==> src/rtl/seq_signed_divider.sv <==
// Sequential 8-bit signed divider: restoring shift-and-subtract on magnitudes,
// one quotient bit per clock, followed by a sign-correction cycle.
module seq_signed_divider (
    input  logic       clk,
    input  logic       rst_n,
    input  logic       start,
    input  logic [7:0] dividend,
    input  logic [7:0] divisor,
    output logic       busy,
    output logic       done,
    output logic [7:0] quotient,
    output logic [7:0] remainder,
    output logic       div_by_zero,
    output logic       overflow
);

    // Handshake: start is sampled only in IDLE; busy is high from the accepting
    // edge until the edge that raises done; done is a one-cycle pulse and the
    // results/flags stay valid from then until the next accepting edge.
    typedef enum logic [1:0] {
        S_IDLE    = 2'd0,
        S_ITER    = 2'd1,
        S_CORRECT = 2'd2,
        S_DONE    = 2'd3
    } state_t;

    state_t      state_q, state_d;
    logic [3:0]  count_q, count_d;
    logic [8:0]  r_q, r_d;
    logic [7:0]  q_q, q_d;
    logic [7:0]  dvs_mag_q, dvs_mag_d;
    logic [7:0]  dividend_q, dividend_d;
    logic [7:0]  divisor_q, divisor_d;
    logic        dvd_neg_q, dvd_neg_d;
    logic        dvs_neg_q, dvs_neg_d;
    logic        busy_q, busy_d;
    logic        done_q, done_d;
    logic [7:0]  quotient_q, quotient_d;
    logic [7:0]  remainder_q, remainder_d;
    logic        div_by_zero_q, div_by_zero_d;
    logic        overflow_q, overflow_d;

    logic [8:0]  r_shift;
    logic [8:0]  trial;
    logic [7:0]  q_final;
    logic [7:0]  rem_final;

    function automatic logic [7:0] mag8(input logic [7:0] x);
        return x[7] ? (~x + 8'd1) : x;
    endfunction

    always_comb begin
        state_d       = state_q;
        count_d       = count_q;
        r_d           = r_q;
        q_d           = q_q;
        dvs_mag_d     = dvs_mag_q;
        dividend_d    = dividend_q;
        divisor_d     = divisor_q;
        dvd_neg_d     = dvd_neg_q;
        dvs_neg_d     = dvs_neg_q;
        busy_d        = busy_q;
        done_d        = done_q;
        quotient_d    = quotient_q;
        remainder_d   = remainder_q;
        div_by_zero_d = div_by_zero_q;
        overflow_d    = overflow_q;

        // R stays below the divisor magnitude (<= 128), so 9 bits hold the
        // shifted value and trial[8] is a valid sign bit.
        r_shift   = {r_q[7:0], q_q[7]};
        trial     = r_shift - {1'b0, dvs_mag_q};
        q_final   = (dvd_neg_q ^ dvs_neg_q) ? (~q_q + 8'd1) : q_q;
        rem_final = dvd_neg_q ? (~r_q[7:0] + 8'd1) : r_q[7:0];

        case (state_q)
            S_IDLE: begin
                if (start) begin
                    dividend_d    = dividend;
                    divisor_d     = divisor;
                    dvd_neg_d     = dividend[7];
                    dvs_neg_d     = divisor[7];
                    dvs_mag_d     = mag8(divisor);
                    q_d           = mag8(dividend);
                    r_d           = 9'd0;
                    count_d       = 4'd8;
                    busy_d        = 1'b1;
                    div_by_zero_d = 1'b0;
                    overflow_d    = 1'b0;
                    state_d       = (divisor == 8'd0) ? S_DONE : S_ITER;
                end
            end
            S_ITER: begin
                if (trial[8]) begin
                    r_d = r_shift;
                    q_d = {q_q[6:0], 1'b0};
                end else begin
                    r_d = trial;
                    q_d = {q_q[6:0], 1'b1};
                end
                count_d = count_q - 4'd1;
                if (count_q == 4'd1) begin
                    state_d = S_CORRECT;
                end
            end
            S_CORRECT: begin
                quotient_d  = q_final;
                remainder_d = rem_final;
                overflow_d  = (dividend_q == 8'h80) && (divisor_q == 8'hFF);
                done_d      = 1'b1;
                busy_d      = 1'b0;
                state_d     = S_DONE;
            end
            S_DONE: begin
                // Divide-by-zero arrives here with done still low and spends
                // one extra cycle publishing its fixed result.
                if (done_q) begin
                    done_d  = 1'b0;
                    state_d = S_IDLE;
                end else begin
                    quotient_d    = 8'hFF;
                    remainder_d   = dividend_q;
                    div_by_zero_d = 1'b1;
                    done_d        = 1'b1;
                    busy_d        = 1'b0;
                end
            end
            default: begin
                state_d = S_IDLE;
            end
        endcase
    end

    always_ff @(posedge clk or negedge rst_n) begin
        if (!rst_n) begin
            state_q       <= S_IDLE;
            count_q       <= 4'd0;
            r_q           <= 9'd0;
            q_q           <= 8'd0;
            dvs_mag_q     <= 8'd0;
            dividend_q    <= 8'd0;
            divisor_q     <= 8'd0;
            dvd_neg_q     <= 1'b0;
            dvs_neg_q     <= 1'b0;
            busy_q        <= 1'b0;
            done_q        <= 1'b0;
            quotient_q    <= 8'd0;
            remainder_q   <= 8'd0;
            div_by_zero_q <= 1'b0;
            overflow_q    <= 1'b0;
        end else begin
            state_q       <= state_d;
            count_q       <= count_d;
            r_q           <= r_d;
            q_q           <= q_d;
            dvs_mag_q     <= dvs_mag_d;
            dividend_q    <= dividend_d;
            divisor_q     <= divisor_d;
            dvd_neg_q     <= dvd_neg_d;
            dvs_neg_q     <= dvs_neg_d;
            busy_q        <= busy_d;
            done_q        <= done_d;
            quotient_q    <= quotient_d;
            remainder_q   <= remainder_d;
            div_by_zero_q <= div_by_zero_d;
            overflow_q    <= overflow_d;
        end
    end

    assign busy        = busy_q;
    assign done        = done_q;
    assign quotient    = quotient_q;
    assign remainder   = remainder_q;
    assign div_by_zero = div_by_zero_q;
    assign overflow    = overflow_q;

endmodule

==> config.mk <==
export PLATFORM = sky130hd
export DESIGN_NAME = seq_signed_divider
export DESIGN_NICKNAME = d
export VERILOG_FILES = /design/src/rtl/seq_signed_divider.sv
export SDC_FILE = /design/constraint.sdc
export NUM_CORES = 1
export LEC_CHECK = 0
export ABC_CLOCK_PERIOD_IN_PS = 8000
export CAP_MARGIN = 20
export CORE_AREA = 2 2 115 117
export CTS_CLUSTER_SIZE = 10
export DETAILED_ROUTE_END_ITERATION = 12
export DIE_AREA = 0 0 117 119
export MAX_ROUTING_LAYER = met4
export SLEW_MARGIN = 0
export SYNTH_ARGS = -nofsm -noshare
export SYNTH_HDL_FRONTEND = slang
export SYNTH_SLANG_ARGS = --single-unit
==> constraint.sdc <==
create_clock -name clk -period 8 [get_ports clk]
set_clock_uncertainty 0.05 [all_clocks]
set_input_delay 2.4 -clock clk [delete_from_list [all_inputs] [get_ports clk]]
set_output_delay 2.4 -clock clk [all_outputs]
set_load 0.01 [all_outputs]
* Word-level counts from Yosys, hierarchy flattened
Cells that the tools add are included.
Word-level totals: bits in registers 68, input port bits 19, word-level logic and storage cells 81
Operators by class: $add $sub $neg 6, equal/unequal tests 10, muxes and demuxes 30, bitwise operators 5, reduce and logical (&&, ||, !) cells 15
Operators by type and width (count):
- $mux 8 | 9
- $pmux 8 s2 | 4
- $add 8x1->8 const B | 4
- $not 8->8 | 4
- $eq 8x8->1 const B | 2
- $reduce_and 3->1 | 3
- $sub 9x8->9 | 1
- $logic_not 8->1 | 1
- $mux 2 | 4
- $ne 2x2->1 const B | 4
- $pmux 2 s4 | 1
- $pmux 4 s2 | 1
- $reduce_and 2->1 | 4
- $reduce_bool 2->1 | 4
- $mux 1 | 6
- $pmux 1 s2 | 3
- $eq 2x2->1 const B | 2
- $eq 4x1->1 const B | 1
- $mux 4 | 1
- $sub 4x1->4 const B | 1
- $pmux 1 s3 | 1
- $reduce_bool 3->1 | 1
- $eq 2x1->1 const B | 1
- $logic_not 2->1 | 1
- other kinds (2) | 2

* Depth between registers and ports, before layout
Gate-level depths: netlist of the first run.
word-level depth 5, mapped depth 11, mapped depth without buffers 10

* Least setup slack after synthesis of the first run
No wires, ideal clock.
path kind input -> register, start in dividend[0], end reg q_q[6], arrival 3.404 ns, slack 4.469 ns, stages on the path 8, cell sequence inv_1 ha_1 inv_1 o31ai_1 and2_1 xnor2_1 mux2i_1 a21oi_1
On the way: longest elaborated chain between the ends 5
RTL lines:
- start: declaration | RTL line 7 | input logic [7:0] dividend,
- $not 8->8 | RTL line 49 | return x[7] ? (~x + 8'd1) : x;
- $add 8x1->8 | RTL line 49
- $mux 8 | RTL line 49
- $mux 8 | RTL line 78 | if (start) begin
- $pmux 8 s2 | RTL line 76 | case (state_q)
- end signal: assignment | RTL line 155 | q_q <= q_d;
- end: declaration | RTL line 30 | logic [7:0] q_q, q_d;
No other way between the ends. The select of a mux whose other input is x is not followed. A chain may end at the register's enable or synchronous reset.

* Final worst setup path of the first run
start reg done_q, in the netlist done, end out done
RTL lines:
- start: declaration | RTL line 37 | logic done_q, done_d;
- start signal: assignment | RTL line 162 | done_q <= done_d;
- end: declaration | RTL line 10 | output logic done,
No word-level cell between the ends.

==> results of run 1 <==
-- state kept, by name (all words and copies together) (netlist names), 2 cells and up --
| signal | cells |
|---|---|
| r_q | 8 |
| state_q | 2 |
| q_q | 8 |
| count_q | 4 |
| dividend_q | 8 |
| dvs_mag_q | 8 |
| quotient | 8 |
| remainder | 8 |
| divisor_q | 7 |
-- layout make-up --
| cell class | count | area, µm² | area share [%] |
|---|---|---|---|
| well taps | 176 | 220 | 4.76 |
| clock buffers | 9 | 225 | 4.87 |
| clock inverters | 7 | 95.1 | 2.06 |
| repair buffers | 41 | 405 | 8.76 |
| inverters | 26 | 97.6 | 2.11 |
| flip-flops and latches | 65 | 1630 | 35.2 |
| multi-input cells | 302 | 1960 | 42.3 |
-- logic make-up (layout without fill, tap and decap cells) --
| group | Yosys count | in the layout |
|---|---|---|
| adders and majority gates | 19 | 19 |
| DFF | 65 | 65 |
| muxes | 32 | 32 |
| xor gates and xnor gates | 27 | 27 |
| buffers and inverters | 43 | 83 |
| AOI/OAI and AO/OA | 98 | 98 |
| and+or+nand+nor | 126 | 126 |
-- routing by layer --
layer | routed length (µm) | vias up
li1 | - | 1484
met1 | 4400 | 1435
met2 | 3790 | 63
met3 | 374 | 8
met4 | 102 | 0
met5 | 0 | -
-- metrics by stage --
stage	area, µm²	instances	hold slack (ns)
2_1_floorplan	3750	410	0.400
5_1_grt	4630	626	0.452
4_1_cts	4610	625	0.433
3_5_place_dp	4290	609	0.420
6_report	4630	626	0.426
3_3_place_gp	4290	609	0.416
-- power by group through the flow --
stage | clock (mW) | sequential [mW] | combinational, mW
2_1_floorplan | 0 | 0.589 | 0.768
3_3_place_gp | 0 | 0.628 | 0.995
3_5_place_dp | 0 | 0.633 | 1.02
4_1_cts | 0.425 | 0.628 | 1.02
5_1_grt | 0.443 | 0.647 | 1.14
6_report | 0.418 | 0.630 | 1.02
-- cell usage after synthesis, types with 2 or more instances --
cell type / instances
o31ai_1: 6
inv_1: 26
or4_1: 2
nand2_1: 46
o22ai_1: 3
mux2i_1: 18
mux2_2: 13
a22o_1: 3
xor2_1: 12
nand4b_1: 2
a21o_1: 2
dfrtp_1: 65
or3_1: 2
o21ai_1: 7
clkbuf_1: 16
a21oi_1: 29
nor2b_1: 6
nor3_1: 4
a31oi_1: 4
nor2_1: 41
nor4_1: 5
nand2b_1: 6
o21ai_0: 36
a211oi_1: 2
nand3_1: 7
ha_1: 18
xnor2_1: 15
-- worst register-to-register path, cell delays in order (launching register included) --
cell      delay, ns
dfrtp_1        0.40
inv_1          0.12
ha_1           0.19
inv_1          0.06
fa_1           0.42
a211oi_1       0.39
nor3_2         0.10
mux2i_1        0.13
or4_1          0.83
or3b_1         0.49
o211ai_2       0.08
-- how the worst min path moves through the flow --
stage / startpoint / end / slack [ns] / cells past startpoint
2_1_floorplan: divisor_q[1] / divisor_q[1] / 0.40 / 2
3_3_place_gp: divisor_q[1] / divisor_q[1] / 0.42 / 2
3_5_place_dp: remainder[0] / remainder[0] / 0.42 / 2
4_1_cts: remainder[0] / remainder[0] / 0.43 / 2
5_1_grt: remainder[0] / remainder[0] / 0.45 / 2
6_report: remainder[0] / remainder[0] / 0.43 / 2
==> key figures, run 1 <==
Clocking
  – TritonCTS clock tree: yes
  – CTS Buf Count: 9
  – CTS Sinks: 65
  – Total setup buffers inserted after CTS: 0
  – Worst-skew pair later-pin latency: 0.34 ns
  – Clock transition at path regs: 0.05 ns
  – Hold-fix buffers, CTS: 0
  – CTS resizes: 0
  – CTS Root Cell: clkbuf_16
  – Level count of the clock H-tree: 3
  – CTS max path bufs: 2

STA
  – Sum of negative setup slack: 0 ns
  – Relative slew slack: 34.9%
  – Final Worst Setup Slack: 4.05 ns
  – RSZ-0062 raised after global routing: no
  – Worst slew pin tran: 0.966 ns
  – Fmax: 0.253 GHz
  – Final setup vio count: 0
  – Final Hold Vio Count: 0
  – Post-route clock period utilization: 49.4%
  – Fin crit period: 3.95 ns
  – Slew Viols, Final: 0

Pwr
  – Clk network pwr share: 20.2%
  – Internal: 1.22 mW
  – Sequential Power Share: 30.4%
  – Pwr Density: 447 nW/µm²
  – Static Leak: 2.00 nW
  – Part of the power in combinational logic: 49.4%
  – Total power: 2.07 mW
  – Peak supply drop: 156 µV
  – Net Sw Frac: 41.0%
  – Switching pwr: 0.849 mW

Floorplan
  – Num rows: 42
  – Initial Util: 29.1%
  – IO Pins: 39
  – Die footprint: 13900 µm²
  – Core region area: 12900 µm²
  – Chip height: 119 µm
  – Die width: 117 µm

Cells and area
  – Most common cell after layout, fill and taps aside: dfrtp_1
  – Ant diodes: 0
  – Nets: 483
  – Fin util: 35.9%
  – Synth-to-layout area growth: 23.3%
  – Fillers: 1275
  – Most frequent cells in the layout: dfrtp_1, nand2_1, nor2_1
  – Layout cell share with drive strength beyond 1: 8.00%

Synth
  – Yosys top cell area share: 43.4%
  – Largest family of logic cells by synthesized area: simple AND/OR/NAND/NOR gates
  – Mapped cell area: 3750 µm²
  – Post-synthesis adder-cell area fraction: 6.54%
  – Number of flops mapped to enable cells by yosys: 0
  – Synth Area in Simple Gates: 15.2%
  – Sequential share of the synthesized area: 43.4%
  – Mean Syn Cell Area: 9.15 µm²
  – Total nets after synthesis: 448
  – Flops & latches, synth: 65
  – Synth area leader: dfrtp_1
  – Multiplexer share of the synthesized area: 9.11%
  – Top post-synthesis cells by area: dfrtp_1, ha_1, mux2i_1
  – FFs w/ async S/R, synth: 100%
  – Syn. warnings: 0
  – Synth Area in Compound Gates: 14.9%
  – Count of different cell masters after synthesis: 41
  – XOR/XNOR Fraction of Synth Area: 6.30%
  – Synth Instances: 410
  – Dominant synthesized flop cell: dfrtp_1

Global routing
  – Initial antenna violation count: 0
  – GRT Max-Usage Layer: met1
  – Vias in the first global route: 2817
  – Met3 Use GR: 3.21%
  – Global-route wire length before repair: 14.1 mm
  – Largest net degree at the start of global routing: 66
  – Met1 Resource Use GR: 19.3%
  – GR Overflow Total: 0
  – Met2 usage: 18.6%
  – Total Routing Usage GR: 13.5%

Run status
  – Status: completed

Worst setup path
  – Critical Path End: done
  – Worst path cell trace: clkdlybuf4s50_1
  – Crit-path max cell delay: 0.62 ns
  – CP Max Fanout: 9
  – Worst endpoint required time: 5.55 ns
  – Crit. End Element: output pin
  – Critical path's top delay family: buffers and inverters
  – R2r setup slk: 4.68 ns
  – Critical path arrival: 1.50 ns
  – Logic depth of the worst path, buffers included: 1
  – CP max-delay cell: clkdlybuf4s50_1
  – FF-to-FF End: r_q[7]
  – Crit start category: register
  – Worst setup startpoint: done
  – Critical path buffers and inverters: 1
  – Setup CP Type: reg -> out
  – FF-to-FF path depth: 10
  – RR Startpoint: q_q[7]

Placed design
  – DP Worst Slack: 3.63 ns
  – Placer Congestion: 0.811
  – Buffers on Ports: 38
  – Placed wire-length estimate: 6.44 mm

Routing
  – Final ANT Viol Nets: 0
  – Final WL: 8.67 mm
  – DR iter-0 viols: 156
  – DR WL/cell: 13.9 µm
  – Vias: 2990
  – DRC errors left: 0
  – Vias/cell: 4.78
  – Drt first pass iters: 5

Flow run
  – Max cap viols: 0

Min path
  – Worst hold path class: reg -> reg
(Power assumes the default switching activity.)
==> run 2, diff against run 1 <==
- ABC_CLOCK_PERIOD_IN_PS: 8000 -> 3470
- clock period: 8 -> 3.47 ns (I/O delays scaled with it)
==> run 2 against run 1 <==
  * Die area unchanged
  * Utilization up 0.17 points
  * Largest cell class unchanged
  * Highest routed layer unchanged
  * Flip-flop and latch count unchanged
  * Non-clock buffer count up 2
==> key figures, run 2 (synthesized netlist as in run 1, its figures left out) <==
Routing
  – DRC errors left: 0 (unchanged)
  – Final WL: 8.77 mm (was 8.67 mm)
  – Vias: 3015 (was 2990)
  – Vias/cell: 4.80 (was 4.78)
  – Drt first pass iters: 4 (was 5)
  – Final ANT Viol Nets: 0 (unchanged)
  – DR iter-0 viols: 179 (was 156)
  – DR WL/cell: 14.0 µm (was 13.9 µm)

Clocking
  – CTS Buf Count: 9 (unchanged)
  – Hold-fix buffers, CTS: 0 (unchanged)
  – CTS Sinks: 65 (unchanged)
  – Clock transition at path regs: 0.06 ns (was 0.05 ns)
  – CTS max path bufs: 2 (unchanged)
  – CTS resizes: 0 (unchanged)
  – TritonCTS clock tree: yes (unchanged)
  – CTS Root Cell: clkbuf_16 (unchanged)
  – Worst-skew pair later-pin latency: 0.33 ns (was 0.34 ns)
  – Total setup buffers inserted after CTS: 0 (unchanged)
  – Level count of the clock H-tree: 3 (unchanged)

Floorplan
  – Num rows: 42 (unchanged)
  – IO Pins: 39 (unchanged)
  – Die footprint: 13900 µm² (unchanged)
  – Chip height: 119 µm (unchanged)
  – Die width: 117 µm (unchanged)
  – Initial Util: 29.1% (unchanged)
  – Core region area: 12900 µm² (unchanged)

Global routing
  – GR Overflow Total: 0 (unchanged)
  – Total Routing Usage GR: 13.9% (was 13.5%)
  – Largest net degree at the start of global routing: 35 (was 66)
  – Vias in the first global route: 2955 (was 2817)
  – Global-route wire length before repair: 14.8 mm (was 14.1 mm)
  – Initial antenna violation count: 0 (unchanged)

Cells and area
  – Most common cell after layout, fill and taps aside: dfrtp_1 (unchanged)
  – Nets: 485 (was 483)
  – Fin util: 36.1% (was 35.9%)
  – Ant diodes: 0 (unchanged)
  – Most frequent cells in the layout: dfrtp_1, nand2_1, nor2_1 (unchanged)
  – Layout cell share with drive strength beyond 1: 8.19% (was 8.00%)
  – Fillers: 1319 (was 1275)
  – Synth-to-layout area growth: 23.9% (was 23.3%)

STA
  – Hold WS: 0.424 ns (was 0.426 ns)
  – Fmax: 0.320 GHz
  – RSZ-0062 raised after global routing: no (unchanged)
  – Sum of negative setup slack: 0 ns (unchanged)
  – Post-route clock period utilization: 89.9%
  – Relative slew slack: 50.2% (was 34.9%)
  – Worst slew pin tran: 0.747 ns (was 0.966 ns)
  – Final Worst Setup Slack: 0.349 ns (was 4.05 ns)
  – Final setup vio count: 0 (unchanged)
  – Final Hold Vio Count: 0 (unchanged)
  – Slew Viols, Final: 0 (unchanged)
  – Fin crit period: 3.12 ns

Worst setup path
  – Crit. End Element: register (was output pin)
  – Setup CP Type: reg -> reg (was reg -> out)
  – Crit start category: register (unchanged)
  – Worst path cell trace: inv_1 -> ha_1 -> inv_1 -> fa_1 -> a211oi_1 -> nor3_2 -> mux2i_1 -> or4_1 -> or3b_1 -> o211ai_2 (was clkdlybuf4s50_1)
  – Critical path arrival: 3.32 ns (was 1.50 ns)
  – CP max-delay cell: or4_1 (was clkdlybuf4s50_1)
  – Critical path's top delay family: simple AND/OR/NAND/NOR gates (was buffers and inverters)
  – Cell mode on critical path: inv_1
  – Crit-path max cell delay: 0.77 ns (was 0.62 ns)
  – Worst endpoint required time: 3.67 ns (was 5.55 ns)
  – Critical path buffers and inverters: 2 (was 1)
  – CP Max Fanout: 10 (was 9)
  – R2r setup slk: 0.35 ns (was 4.68 ns)

Placed design
  – Placed wire-length estimate: 6.71 mm (was 6.44 mm)
  – DP Worst Slack: 0.372 ns (was 3.63 ns)
  – Placer Congestion: 0.827 (was 0.811)
  – Buffers on Ports: 38 (unchanged)

Pwr
  – Internal: 2.84 mW (was 1.22 mW)
  – Net Sw Frac: 40.7% (was 41.0%)
  – Switching pwr: 1.95 mW (was 0.849 mW)
  – Total power: 4.80 mW (was 2.07 mW)
  – Peak supply drop: 329 µV (was 156 µV)
  – Static Leak: 2.02 nW (was 2.00 nW)
  – Sequential Power Share: 30.2% (was 30.4%)
  – Part of the power in combinational logic: 49.6% (was 49.4%)
  – Pwr Density: 1030 nW/µm² (was 447 nW/µm²)
  – Clk network pwr share: 20.3% (was 20.2%)

Min path
  – Worst hold path class: reg -> reg (unchanged)

Flow run
  – Max cap viols: 0 (unchanged)

Run status
  – Status: completed (unchanged)
[run 2: worst min-delay path: cells and delay by family (launching register included)]
| kind | cells | cell delay (ns) |
|---|---|---|
| flip-flops | 1 | 0.34 |
| AO/OA/AOI/OAI | 1 | 0.06 |
| AND/OR/NAND/NOR | 1 | 0.05 |
[run 2: metal layers]
metal | track usage [%] | vias to the layer above | routed length [µm]
li1 | - | 1495 | -
met1 | 19.5 | 1458 | 4350
met2 | 20.4 | 52 | 3960
met3 | 2.90 | 10 | 360
met4 | 3.82 | 0 | 106
met5 | - | - | 0
[run 2: cell type report]
| type | count | area, µm² | share of cell area (%) |
|---|---|---|---|
| inverters | 26 | 97.6 | 2.10 |
| repair buffers | 43 | 425 | 9.15 |
| well taps | 176 | 220 | 4.74 |
| multi-input cells | 302 | 1960 | 42.1 |
| clock inverters | 5 | 78.8 | 1.70 |
| flip-flops and latches | 65 | 1630 | 35.0 |
| clock buffers | 11 | 243 | 5.22 |
[run 2: worst paths after layout]
| kind | from | depth (start not counted) | end |
|---|---|---|---|
| setup reg to reg | q_q[7] | 10 | r_q[7] |
| setup / recovery | q_q[7] | 10 | r_q[7] |
| min in group asynchronous | rst_n | 1 | quotient[1] |
| hold reg to reg | dvs_mag_q[1] | 2 | dvs_mag_q[1] |
| hold / removal | dvs_mag_q[1] | 2 | dvs_mag_q[1] |
| max in group asynchronous | rst_n | 2 | count_q[2] |
[run 2: per-stage QoR]
| stage | std cells | area, µm² |
|---|---|---|
| floorplan | 410 | 3750 |
| global placement | 612 | 4330 |
| detailed placement | 612 | 4330 |
| CTS | 628 | 4650 |
| global route | 628 | 4650 |
| finish | 628 | 4650 |
[run 2: power by group through the flow]
| stage | clock network [mW] | logic (mW) | registers (mW) |
|---|---|---|---|
| after global placement | 0 | 2.33 | 1.44 |
| after global routing | 1.02 | 2.67 | 1.50 |
| after CTS | 0.984 | 2.40 | 1.45 |
| after detailed placement | 0 | 2.38 | 1.46 |
| after floorplan | 0 | 1.77 | 1.36 |
| final | 0.972 | 2.38 | 1.45 |
==> run 3, diff against run 2 <==
- CORE_AREA: 2 2 115 117 -> 2 2 89 91
- DIE_AREA: 0 0 117 119 -> 0 0 91 93
- PLACE_DENSITY: unset -> 0.75
==> run 3 against run 2 <==
  * Final cell count is 12% lower
  * Non-clock buffer count is 1 higher
  * Critical path depth stayed put
  * First-iteration DRC count is 44% higher
  * Register-to-register slack worse by 0.05 ns
  * Clock power is 27% lower
==> key figures, run 3 (synthesized netlist as in run 1, its figures left out) <==
Run status
  – Status: completed (unchanged)

Pwr
  – Net Sw Frac: 41.9% (was 40.7%)
  – Sequential Power Share: 31.9% (was 30.2%)
  – Static Leak: 1.96 nW (was 2.02 nW)
  – Total power: 4.51 mW (was 4.80 mW)
  – Switching pwr: 1.89 mW (was 1.95 mW)
  – Clk network pwr share: 15.8% (was 20.3%)
  – Internal: 2.62 mW (was 2.84 mW)
  – Peak supply drop: 457 µV (was 329 µV)
  – Part of the power in combinational logic: 52.3% (was 49.6%)
  – Pwr Density: 1010 nW/µm² (was 1030 nW/µm²)

Floorplan
  – Num rows: 32 (was 42)
  – Die width: 91 µm (was 117 µm)
  – Initial Util: 49.8% (was 29.1%)
  – IO Pins: 39 (unchanged)
  – Core region area: 7530 µm² (was 12900 µm²)
  – Chip height: 93 µm (was 119 µm)
  – Die footprint: 8460 µm² (was 13900 µm²)

Worst setup path
  – Worst endpoint required time: 3.70 ns (was 3.67 ns)
  – Critical path arrival: 3.40 ns (was 3.32 ns)
  – Worst setup startpoint: q_q[7] (unchanged)
  – Setup CP Type: reg -> reg (unchanged)
  – CP Max Fanout: 10 (unchanged)
  – Crit start category: register (unchanged)
  – Crit. End Element: register (unchanged)
  – RR Startpoint: q_q[7] (unchanged)

Clocking
  – Level count of the clock H-tree: 3 (unchanged)
  – CTS max path bufs: 2 (unchanged)
  – TritonCTS clock tree: yes (unchanged)
  – Clock transition at path regs: 0.07 ns (was 0.06 ns)
  – Hold-fix buffers, CTS: 0 (unchanged)
  – CTS Sinks: 65 (unchanged)
  – CTS Buf Count: 9 (unchanged)
  – Worst-skew pair later-pin latency: 0.35 ns (was 0.33 ns)
  – CTS resizes: 0 (unchanged)
  – CTS Root Cell: clkbuf_8 (was clkbuf_16)
  – Total setup buffers inserted after CTS: 0 (unchanged)

Placed design
  – Placed wire-length estimate: 6.25 mm (was 6.71 mm)
  – Placer Congestion: 0.882 (was 0.827)
  – Buffers on Ports: 38 (unchanged)

STA
  – Final setup vio count: 0 (unchanged)
  – Final Hold Vio Count: 0 (unchanged)
  – Sum of negative setup slack: 0 ns (unchanged)
  – Post-route clock period utilization: 91.4% (was 89.9%)
  – Fmax: 0.315 GHz (was 0.320 GHz)
  – Relative slew slack: 32.3% (was 50.2%)
  – Slew Viols, Final: 0 (unchanged)
  – RSZ-0062 raised after global routing: no (unchanged)
  – Fin crit period: 3.17 ns (was 3.12 ns)
  – Worst slew pin tran: 1.01 ns (was 0.747 ns)

Cells and area
  – Most common cell after layout, fill and taps aside: dfrtp_1 (unchanged)
  – Fin util: 59.1% (was 36.1%)
  – Most frequent cells in the layout: dfrtp_1, nand2_1, nor2_1 (unchanged)
  – Nets: 486 (was 485)
  – Fillers: 679 (was 1319)
  – Synth-to-layout area growth: 18.6% (was 23.9%)
  – Layout cell share with drive strength beyond 1: 8.17% (was 8.19%)
  – Ant diodes: 0 (unchanged)

Routing
  – DR iter-0 viols: 258 (was 179)
  – DR WL/cell: 14.4 µm (was 14.0 µm)
  – Vias/cell: 5.32 (was 4.80)
  – DRC errors left: 0 (unchanged)
  – Drt first pass iters: 4 (unchanged)
  – Vias: 2950 (was 3015)
  – Final ANT Viol Nets: 0 (unchanged)
  – Final WL: 7.97 mm (was 8.77 mm)

Global routing
  – Total Routing Usage GR: 21.0% (was 13.9%)
  – Vias in the first global route: 2854 (was 2955)
  – Largest net degree at the start of global routing: 29 (was 35)
  – GR Overflow Total: 0 (unchanged)
  – Initial antenna violation count: 0 (unchanged)
  – Global-route wire length before repair: 13.6 mm (was 14.8 mm)

Min path
  – Worst hold path class: reg -> reg (unchanged)
  – Hold path startpoint: dvs_mag_q[2] (was dvs_mag_q[1])

Flow run
  – Max cap viols: 0 (unchanged)
run 3: cell type report:
type	instances	area (µm²)	area share (%)
sequential	65	1630	36.6
timing repair buffer	44	420	9.45
clock buffer	12	145	3.26
clock inverter	4	76.3	1.72
tap	102	128	2.87
multi-input combinational	302	1960	44.0
inverter	26	97.6	2.19
run 3: power by group through the flow:
| stage | combinational, mW | clock (mW) | sequential [mW] |
|---|---|---|---|
| after CTS | 2.37 | 0.729 | 1.44 |
| after global routing | 2.67 | 0.759 | 1.49 |
| after detailed placement | 2.35 | 0 | 1.45 |
| after floorplan | 1.77 | 0 | 1.36 |
| final | 2.36 | 0.712 | 1.44 |
| after global placement | 2.29 | 0 | 1.43 |
run 3: path summary, 6_finish.rpt:
kind                           endpoint  cells past startpoint  slack (ns)
hold / removal             dvs_mag_q[2]                      2        0.43
setup / recovery                 r_q[7]                     10        0.30
setup reg to reg                 r_q[7]                     10        0.30
max in group asynchronous  dvs_mag_q[0]                      2        2.02
hold reg to reg            dvs_mag_q[2]                      2        0.43
min in group asynchronous        q_q[3]                      1        0.64
run 3: per-layer routing:
metal / track usage, % / vias up / routed length (µm)
met1: 27.8 / 1373 / 3760
met2: 32.3 / 78 / 3670
met5: - / - / 0
met4: 6.31 / 0 / 119
li1: - / 1486 / -
met3: 5.08 / 13 / 415
run 3: critical path, cell delays in order, from the launching register on:
cell and delay [ns]:
dfrtp_1 0.40, inv_1 0.10, ha_1 0.18, inv_1 0.05
fa_1 0.41, a211oi_1 0.39, nor3_2 0.09, mux2i_1 0.12
or4_1 0.77, or3b_1 0.46, o211ai_2 0.08
run 3: through the flow:
step	worst slack, ns	cells	hold WS [ns]	area (µm²)
final	0.298	555	0.431	4450
after global routing	0.0654	555	0.455	4450
after CTS	0.283	555	0.438	4450
after detailed placement	0.297	539	0.423	4230
after global placement	0.397	539	0.412	4230
after floorplan	0.645	410	0.400	3750
